**src/rtl/regfile_mp_scoreboard_if.sv**
```systemverilog
// ---------------------------------------------------------------------------
// regfile_mp_scoreboard_if
// Bundles every non-clock, non-reset signal of the multi-port register file
// and busy scoreboard.
//   master : decode/writeback side (drives addresses, writes, reserve, flush)
//   slave  : the register file itself
// Signals:
//   rd_addr  [NUM_READ*ADDR_WIDTH]   read addresses, port i at [i*ADDR_WIDTH +: ADDR_WIDTH]
//   rd_data  [NUM_READ*DATA_WIDTH]   combinational read data, same slicing
//   rd_busy  [NUM_READ]              per-read-port hazard flag
//   wr_en    [NUM_WRITE]             per-write-port enable
//   wr_addr  [NUM_WRITE*ADDR_WIDTH]  write addresses
//   wr_data  [NUM_WRITE*DATA_WIDTH]  write data
//   rsv_en / rsv_addr                mark a destination register busy at issue
//   flush                            clear every busy bit
//   busy_vec [NUM_REGS]              registered busy bits
// ---------------------------------------------------------------------------
interface regfile_mp_scoreboard_if #(
  parameter int DATA_WIDTH = 32,
  parameter int NUM_REGS   = 32,
  parameter int ADDR_WIDTH = $clog2(NUM_REGS),
  parameter int NUM_READ   = 2,
  parameter int NUM_WRITE  = 2
);
  logic [NUM_READ*ADDR_WIDTH-1:0]  rd_addr;
  logic [NUM_READ*DATA_WIDTH-1:0]  rd_data;
  logic [NUM_READ-1:0]             rd_busy;
  logic [NUM_WRITE-1:0]            wr_en;
  logic [NUM_WRITE*ADDR_WIDTH-1:0] wr_addr;
  logic [NUM_WRITE*DATA_WIDTH-1:0] wr_data;
  logic                            rsv_en;
  logic [ADDR_WIDTH-1:0]           rsv_addr;
  logic                            flush;
  logic [NUM_REGS-1:0]             busy_vec;

  modport master (
    output rd_addr, wr_en, wr_addr, wr_data, rsv_en, rsv_addr, flush,
    input  rd_data, rd_busy, busy_vec
  );

  modport slave (
    input  rd_addr, wr_en, wr_addr, wr_data, rsv_en, rsv_addr, flush,
    output rd_data, rd_busy, busy_vec
  );
endinterface

```
**src/rtl/regfile_mp_scoreboard.sv**
```systemverilog
// ---------------------------------------------------------------------------
// regfile_mp_scoreboard
// Parametrised multi-port register file with a per-register busy scoreboard
// for the five-stage core. Decode reads operands and reserves destinations;
// writeback writes results and releases the matching busy bits.
// Ports:
//   clock : rising-edge clock for all state
//   reset : asynchronous active-low reset (clears registers and busy bits)
//   bus   : regfile_mp_scoreboard_if.slave (read/write ports, reserve,
//           flush, hazard flags and registered busy vector)
// Parameters:
//   DATA_WIDTH, NUM_REGS (power of two), ADDR_WIDTH (derived), NUM_READ,
//   NUM_WRITE, ZERO_REG (x0 hardwired to zero), BYPASS (write-to-read
//   forwarding in the write cycle).
// ---------------------------------------------------------------------------
module regfile_mp_scoreboard #(
  parameter int DATA_WIDTH = 32,
  parameter int NUM_REGS   = 32,
  parameter int ADDR_WIDTH = $clog2(NUM_REGS),
  parameter int NUM_READ   = 2,
  parameter int NUM_WRITE  = 2,
  parameter int ZERO_REG   = 1,
  parameter int BYPASS     = 1
) (
  input logic                    clock,
  input logic                    reset,
  regfile_mp_scoreboard_if.slave bus
);

  localparam logic [ADDR_WIDTH-1:0] ADDR_ZERO = {ADDR_WIDTH{1'b0}};

  logic [ADDR_WIDTH-1:0] wr_addr_s [NUM_WRITE];
  logic [DATA_WIDTH-1:0] wr_data_s [NUM_WRITE];
  logic [NUM_WRITE-1:0]  wr_store_s;
  logic [ADDR_WIDTH-1:0] rd_addr_s [NUM_READ];
  logic [DATA_WIDTH-1:0] rd_data_s [NUM_READ];
  logic [NUM_READ-1:0]   rd_busy_s;
  logic                  hit_s;

  logic [DATA_WIDTH-1:0] regs_r [NUM_REGS];
  logic [NUM_REGS-1:0]   busy_r;
  logic [NUM_REGS-1:0]   busy_next_s;

  // Unpack the flat bus slices into per-port arrays.
  for (genvar gj = 0; gj < NUM_WRITE; gj++) begin : g_wr_unpack
    assign wr_addr_s[gj] = bus.wr_addr[gj*ADDR_WIDTH +: ADDR_WIDTH];
    assign wr_data_s[gj] = bus.wr_data[gj*DATA_WIDTH +: DATA_WIDTH];
  end

  for (genvar gi = 0; gi < NUM_READ; gi++) begin : g_rd_pack
    assign rd_addr_s[gi]                              = bus.rd_addr[gi*ADDR_WIDTH +: ADDR_WIDTH];
    assign bus.rd_data[gi*DATA_WIDTH +: DATA_WIDTH] = rd_data_s[gi];
  end

  assign bus.rd_busy  = rd_busy_s;
  assign bus.busy_vec = busy_r;

  // Qualify write enables: with a hardwired zero register, writes to x0 never store.
  always_comb begin
    wr_store_s = {NUM_WRITE{1'b0}};
    for (int j = 0; j < NUM_WRITE; j++) begin
      if ((ZERO_REG != 0) && (wr_addr_s[j] == ADDR_ZERO)) begin
        wr_store_s[j] = 1'b0;
      end else begin
        wr_store_s[j] = bus.wr_en[j];
      end
    end
  end

  // Register array: ports are applied in index order so the highest enabled port wins.
  always_ff @(posedge clock or negedge reset) begin
    if (!reset) begin
      for (int k = 0; k < NUM_REGS; k++) begin
        regs_r[k] <= {DATA_WIDTH{1'b0}};
      end
    end else begin
      for (int j = 0; j < NUM_WRITE; j++) begin
        if (wr_store_s[j]) begin
          regs_r[wr_addr_s[j]] <= wr_data_s[j];
        end
      end
    end
  end

  // Scoreboard next state: flush beats reserve, reserve beats release.
  // Release is applied before reserve so a same-address reserve leaves the bit set.
  always_comb begin
    busy_next_s = busy_r;
    if (bus.flush) begin
      busy_next_s = {NUM_REGS{1'b0}};
    end else begin
      for (int j = 0; j < NUM_WRITE; j++) begin
        busy_next_s[wr_addr_s[j]] = bus.wr_en[j] ? 1'b0 : busy_next_s[wr_addr_s[j]];
      end
      busy_next_s[bus.rsv_addr] = bus.rsv_en ? 1'b1 : busy_next_s[bus.rsv_addr];
    end
    // x0 can never become busy when it is hardwired to zero.
    busy_next_s[0] = (ZERO_REG != 0) ? 1'b0 : busy_next_s[0];
  end

  // Busy bit register.
  always_ff @(posedge clock or negedge reset) begin
    if (!reset) begin
      busy_r <= {NUM_REGS{1'b0}};
    end else begin
      busy_r <= busy_next_s;
    end
  end

  // Combinational read ports with optional same-cycle forwarding.
  // A forwarded write also clears the hazard, since the operand is available now.
  // Reads are forced to zero while reset is held so a pending write cannot leak through.
  always_comb begin
    hit_s = 1'b0;
    for (int i = 0; i < NUM_READ; i++) begin
      rd_data_s[i] = {DATA_WIDTH{1'b0}};
      rd_busy_s[i] = 1'b0;
      if (!reset) begin
        rd_data_s[i] = {DATA_WIDTH{1'b0}};
        rd_busy_s[i] = 1'b0;
      end else if ((ZERO_REG != 0) && (rd_addr_s[i] == ADDR_ZERO)) begin
        rd_data_s[i] = {DATA_WIDTH{1'b0}};
        rd_busy_s[i] = 1'b0;
      end else begin
        rd_data_s[i] = regs_r[rd_addr_s[i]];
        rd_busy_s[i] = busy_r[rd_addr_s[i]];
        for (int j = 0; j < NUM_WRITE; j++) begin
          hit_s        = (BYPASS != 0) && bus.wr_en[j] && (wr_addr_s[j] == rd_addr_s[i]);
          rd_data_s[i] = hit_s ? wr_data_s[j] : rd_data_s[i];
          rd_busy_s[i] = rd_busy_s[i] & ~hit_s;
        end
      end
    end
  end

endmodule

```
**src/flat_wrapper.sv**
```systemverilog
// flat-port wrapper written by rule: the top's interface ports become plain ports
module regfile_mp_scoreboard_flat 
#(
  parameter int DATA_WIDTH = 32,
  parameter int NUM_REGS   = 32,
  parameter int ADDR_WIDTH = $clog2(NUM_REGS),
  parameter int NUM_READ   = 2,
  parameter int NUM_WRITE  = 2,
  parameter int ZERO_REG   = 1,
  parameter int BYPASS     = 1
)
  (clock, reset, bus_rd_addr, bus_wr_en, bus_wr_addr, bus_wr_data, bus_rsv_en, bus_rsv_addr, bus_flush, bus_rd_data, bus_rd_busy, bus_busy_vec);
  regfile_mp_scoreboard_if #(.DATA_WIDTH(DATA_WIDTH), .NUM_REGS(NUM_REGS), .ADDR_WIDTH(ADDR_WIDTH), .NUM_READ(NUM_READ), .NUM_WRITE(NUM_WRITE)) bus_i ();
  input logic clock;
  input logic reset;
  input wire logic [$bits(bus_i.rd_addr)-1:0] bus_rd_addr;
  input wire logic [$bits(bus_i.wr_en)-1:0] bus_wr_en;
  input wire logic [$bits(bus_i.wr_addr)-1:0] bus_wr_addr;
  input wire logic [$bits(bus_i.wr_data)-1:0] bus_wr_data;
  input wire logic [$bits(bus_i.rsv_en)-1:0] bus_rsv_en;
  input wire logic [$bits(bus_i.rsv_addr)-1:0] bus_rsv_addr;
  input wire logic [$bits(bus_i.flush)-1:0] bus_flush;
  output wire logic [$bits(bus_i.rd_data)-1:0] bus_rd_data;
  output wire logic [$bits(bus_i.rd_busy)-1:0] bus_rd_busy;
  output wire logic [$bits(bus_i.busy_vec)-1:0] bus_busy_vec;
  assign bus_i.rd_addr = bus_rd_addr;
  assign bus_i.wr_en = bus_wr_en;
  assign bus_i.wr_addr = bus_wr_addr;
  assign bus_i.wr_data = bus_wr_data;
  assign bus_i.rsv_en = bus_rsv_en;
  assign bus_i.rsv_addr = bus_rsv_addr;
  assign bus_i.flush = bus_flush;
  assign bus_rd_data = bus_i.rd_data;
  assign bus_rd_busy = bus_i.rd_busy;
  assign bus_busy_vec = bus_i.busy_vec;
  regfile_mp_scoreboard #(.DATA_WIDTH(DATA_WIDTH), .NUM_REGS(NUM_REGS), .ADDR_WIDTH(ADDR_WIDTH), .NUM_READ(NUM_READ), .NUM_WRITE(NUM_WRITE), .ZERO_REG(ZERO_REG), .BYPASS(BYPASS)) u_core (.clock(clock), .reset(reset), .bus(bus_i));
endmodule
```
**config.mk**
```make
export PLATFORM = sky130hd
export DESIGN_NAME = regfile_mp_scoreboard_flat
export DESIGN_NICKNAME = d
export VERILOG_FILES = /design/src/rtl/regfile_mp_scoreboard_if.sv /design/src/rtl/regfile_mp_scoreboard.sv /design/src/flat_wrapper.sv
export SDC_FILE = /design/constraint.sdc
export NUM_CORES = 2
export LEC_CHECK = 0
export BUFFER_PORTS_ARGS = -buffer_cell sky130_fd_sc_hd__buf_4
export CORE_ASPECT_RATIO = 0.6
export CORE_MARGIN = 2
export CORE_UTILIZATION = 44
export DETAILED_ROUTE_END_ITERATION = 10
export PLACE_DENSITY = 0.68
export SYNTH_ARGS = -nofsm -noshare
export SYNTH_HDL_FRONTEND = slang
export SYNTH_SLANG_ARGS = --single-unit
```
**constraint.sdc**
```tcl
create_clock -name clock -period 6.3 [get_ports clock]
set_input_delay 1.575 -clock clock [delete_from_list [all_inputs] [get_ports clock]]
set_output_delay 1.575 -clock clock [all_outputs]
set_load 0.03 [all_outputs]
```
## Word level (Yosys, flattened, before mapping)

Index checks and enable logic that the tools add are counted.
W data, S select, Z words.

- Flip-flop bits (word level): 1055
- Logic and storage cells: 127

- $lt $le $gt $ge: 14
- Eq/ne operators: 4
- Muxes and demuxes: 51
- Bitwise logic cells: 12
- Reductions and logical operators: 13

Operators with widths:

| operator | number |
|---|---|
| $bwmux W1024 | 2 |
| $mux W1024 | 2 |
| $mux W32 | 15 |
| $bmux W32 S5 | 2 |
| $demux W32 S5 | 2 |
| $bwmux W32 | 3 |
| $lt A5 B6 Y1 const B | 5 |
| $bmux W1 S5 | 5 |
| $ge A6 B6 Y1 const B | 4 |
| $not A5 Y6 | 4 |
| $eq A5 B5 Y1 | 4 |
| $logic_not A5 Y1 | 4 |
| $mux W1 | 17 |
| $demux W1 S5 | 3 |
| $ge A5 B1 Y1 const B | 3 |
| $lt A6 B1 Y1 const B | 2 |
| $logic_and A1 B1 Y1 | 9 |
| $and A1 B1 Y1 | 4 |
| $not A1 Y1 | 4 |

## Longest topological paths before layout

- Depth after elaboration: 14
- Mapped depth: 17
- Mapped depth without buffers: 11

## Worst setup path after synthesis

OpenSTA, ideal clock, no wires.

- Path kind: input to output
- From: in bus_rd_addr[5]
- To: out bus_rd_busy[1]
- Data arrival time: 4.770 ns
- Required time: 4.725 ns
- Path slack: -0.045 ns
- Stages on the path: 10
- Buffers on the path: 6
- Path through: clkbuf_1 -> clkbuf_1 -> buf_1 -> clkbuf_1 -> xnor2_1 -> nand3_1 -> clkbuf_1 -> clkbuf_1 -> inv_1 -> nor4_1

- Cells in the longest elaborated chain, start to end: 7
- Elaborated cells between the ends (all ways): 13

RTL lines:

| element | line | RTL |
|---|---|---|
| start: declaration | flat_wrapper.sv:16 | `input wire logic [$bits(bus_i.rd_addr)-1:0] bus_rd_addr;` |
| parallel branches: the longest is 5 deep, another holds $bmux W1 S5 | n/a |  |
| $mux W1 (*) | regfile_mp_scoreboard.sv:121 | `end else if ((ZERO_REG != 0) && (rd_addr_s[i] == ADDR_ZERO)) begin` |
| $mux W1 (*) | regfile_mp_scoreboard.sv:118 | `if (!reset) begin` |
| end: declaration | flat_wrapper.sv:24 | `output wire logic [$bits(bus_i.rd_busy)-1:0] bus_rd_busy;` |

Every way passes the cells marked *. The select of a mux whose other input is x is not followed.

## Worst setup path after layout

- From: in bus_rd_addr[0]
- To: out bus_rd_data[21]

- Cells in the longest elaborated chain, start to end: 8
- Elaborated cells between the ends (all ways): 13

RTL lines:

| element | line | RTL |
|---|---|---|
| $not A5 Y6 (not written as such) | regfile_mp_scoreboard.sv:125 | `rd_data_s[i] = regs_r[rd_addr_s[i]];` |
| $bmux W32 S5 | regfile_mp_scoreboard.sv:125 |  |
| $mux W32 (not written as such) (2 in series) | regfile_mp_scoreboard.sv:125 |  |
| $mux W32 (2 in series) | regfile_mp_scoreboard.sv:129 | `rd_data_s[i] = hit_s ? wr_data_s[j] : rd_data_s[i];` |
| $mux W32 (*) | regfile_mp_scoreboard.sv:121 |  |
| $mux W32 (*) | regfile_mp_scoreboard.sv:118 |  |
| end: declaration | flat_wrapper.sv:23 | `output wire logic [$bits(bus_i.rd_data)-1:0] bus_rd_data;` |

Mark *: on every way between the ends. The rest lies on a longest branch, timed or not. The select of a mux whose other input is x is not followed.

==> impl_metrics.json <==
{
  "yosysUniqueCellTypes": 78,
  "cellLeakagePower_nw": 31.2,
  "ys_ff_latch": 1055,
  "fin_area_mm2": 0.0760,
  "max_freq_mhz": 166,
  "endpoint_kind": "output port",
  "required_ns": 4.72,
  "synth-xor-area-share_pct": 0.318,
  "dpl_cell_area_mm2": 0.0725,
  "drt_iter0_drc": 9979,
  "cts_tree": "done",
  "num_vias": 57500,
  "ys_async_sr_fraction_pct": 100,
  "gr-total-overflow": 0,
  "fin_ws_ns": 0.277,
  "outcome": "complete, no violations",
  "finalSetupViolations": 0,
  "fin_hold_ws_ns": 0.399,
  "syn_area_mm2": 0.0688,
  "crit_arrival_ns": 4.45,
  "grt_antenna_before_repair": 7,
  "postSynthNetCount": 6582,
  "synth_top_family_by_area": "multiplexers",
  "nets": 6272,
  "fin_crit_ns": 6.02,
  "die_w_um": 514,
  "worstHoldStart": "u_core.regs_r[1013]$_DFF_PN0_",
  "drc": 0,
  "clk-insertion-delay-late_ns": 0.74,
  "clock_path_buffers": 3,
  "die_h_um": 310,
  "dp.cells": 8127,
  "viasPerCell": 6.92,
  "synth-simple-area-share_pct": 8.71,
  "slowest_delay_ns": 0.53,
  "start_util_pct": 44.3,
  "rr_startpoint": "u_core.bus.busy_vec[16]$_DFF_PN0_",
  "worstPathMaxFanout": 50,
  "place_ws_ns": 0.173,
  "num_rows": 112,
  "wl_per_cell_um": 33.1,
  "hold_violations": 0,
  "hpwlAfterDp_um": 160000,
  "peakVddDrop_v": 0.000232,
  "power.total_mw": 23.3,
  "io-pin-count": 193,
  "fin_util_pct": 48.9,
  "path_class": "in2out",
  "cts_max_level": 3,
  "synthMuxAreaShare_pct": 37.0,
  "synth_edf_count": 0,
  "cts_root_buf": "clkbuf_16",
  "instances_no_fill": 8313,
  "synthTopCellsByArea": "dfrtp_1 (38%), mux4_2 (22%), mux2i_1 (15%), a21oi_1 (7.0%), nor2_1 (5.8%)",
  "ant_nets": 0,
  "firstDrtPassIters": 9,
  "min_path_type": "reg2reg",
  "rsz0062_at_grt": "no",
  "syn_area_per_cell_um2": 10.6,
  "synth_top_cell_area_share_pct": 38.4,
  "port_buffers": 191,
  "crit_path_start_kind": "input pin",
  "crit_path_top_delay_cell": "mux4_2",
  "worst_pin_slew_ns": 1.33,
  "clkTransAtPathRegs_ns": 0.06,
  "drt_wl_total_um": 275000,
  "dieArea_mm2": 0.160,
  "grt.total_usage_pct": 34.1,
  "grt_pass1_vias": 54100,
  "yosysMostFrequentCell": "nor2_1",
  "gp_congestion": 0.978,
  "synthFlopType": "dfrtp_1",
  "numCtsBuffers": 100,
  "power_density_mw_per_mm2": 307,
  "maxSlewViolCount": 0,
  "ctsHoldBuffers": 0,
  "synthAdderAreaFrac_pct": 0,
  "seq_area_frac_synth_pct": 38.4,
  "skew_ns": 0.0145,
  "synth_area_leader_cell": "dfrtp_1",
  "core-area_mm2": 0.155,
  "cp_cell_sequence": "buf_12 > buf_4 > mux4_2 > mux4_2 > mux2i_1 > a211oi_1 > a21oi_1 > nor2_1 > buf_4",
  "grt_pass1_wl_um": 394000,
  "area_growth_pct": 10.5,
  "synth_cells": 6487,
  "relSlewSlack_pct": 11.2,
  "startpoint": "bus_rd_addr[0]",
  "drive_above_1_share_pct": 21.5,
  "ys_top_cells_by_count": "nor2_1 (1068), dfrtp_1 (1055), mux2i_1 (1049)",
  "synth_compound_area_share_pct": 10.8,
  "max-cap-violations": 0,
  "yosys_warnings": 0,
  "num-fill-cells": 13700,
  "clock-sinks": 1055,
  "tns_ns": 0,
  "post_cts_buffers": 0,
  "post_cts_resized": 0,
  "period_share_pct": 95.6,
  "grt_max_degree": 151
}
-- state kept, by name, summed over array words and instances (netlist names) --
signal	count
u_core.regs_r	1024
u_core.bus.busy_vec	31
-- cell families (layout without fill, tap and decap cells) --
family                 Yosys count  after routing
XOR/XNOR                        25             25
other                            1              6
buffers and inverters          851            620
flip-flops                    1055           1055
multiplexers                  1714           1714
AND/OR/NAND/NOR               1487           1487
AO/OA/AOI/OAI                 1354           1354
-- cell type report --
cell class | count | area, um^2 | area share (%)
well taps | 2052 | 2570 | 3.38
clock buffers | 146 | 2970 | 3.91
flip-flops and latches | 1055 | 26400 | 34.8
clock inverters | 35 | 459 | 0.604
repair buffers | 435 | 3890 | 5.12
diodes | 5 | 12.5 | 0.0165
inverters | 4 | 15.0 | 0.0198
multi-input cells | 4581 | 39600 | 52.2
-- metal layers --
metal / vias to the layer above / part of all wire, % / track usage [%]
met5: - / 0.0087 / 0
met4: 6 / 4.2 / 12.5
met3: 775 / 17 / 15.6
met2: 4917 / 40 / 45.9
met1: 28600 / 38 / 47.9
li1: 23200 / - / -
-- path summary, 6_finish.rpt --
path / cells after the start / endpoint / slack [ns]
setup / recovery: 9 / bus_rd_data[21] / 0.28
hold / removal: 0 / u_core.regs_r[1013]$_DFF_PN0_ / 0.40
setup reg to reg: 13 / u_core.bus.busy_vec[22]$_DFF_PN0_ / 2.15
hold reg to reg: 0 / u_core.regs_r[1013]$_DFF_PN0_ / 0.40
max in group asynchronous: 4 / u_core.regs_r[135]$_DFF_PN0_ / 2.95
min in group asynchronous: 1 / u_core.regs_r[1018]$_DFF_PN0_ / 0.65
-- report_power, final --
part	leakage (nW)	internal [mW]	total (mW)	switching, mW
Sequential	12.7	8.55	10.1	1.56
Combinational	16.8	3.64	6.63	2.98
Clock	1.68	3.64	6.57	2.93
Total	31.2	15.8	23.3	7.47
-- cells in the final DEF (no fill, tap or decap), types with 22 or more instances in the layout --
cell type / count
clkbuf_8: 23
nand3_1: 22
nor3_1: 30
nand2_1: 225
buf_12: 47
clkbuf_16: 103
nor2_1: 1046
dfrtp_1: 1055
nand2_4: 34
mux4_2: 663
buf_4: 382
a21oi_1: 957
a211oi_1: 81
mux2i_1: 1049
nor2_4: 22
o21ai_0: 174
-- critical path, delay by kind of cell --
kind,cells,cell delay (ns)
AOI/OAI and AO/OA,2,0.55
buffers and inverters,3,1.00
and+or+nand+nor,1,0.09
muxes,3,1.17
No activity file was read; power rests on OpenSTA's default activity.
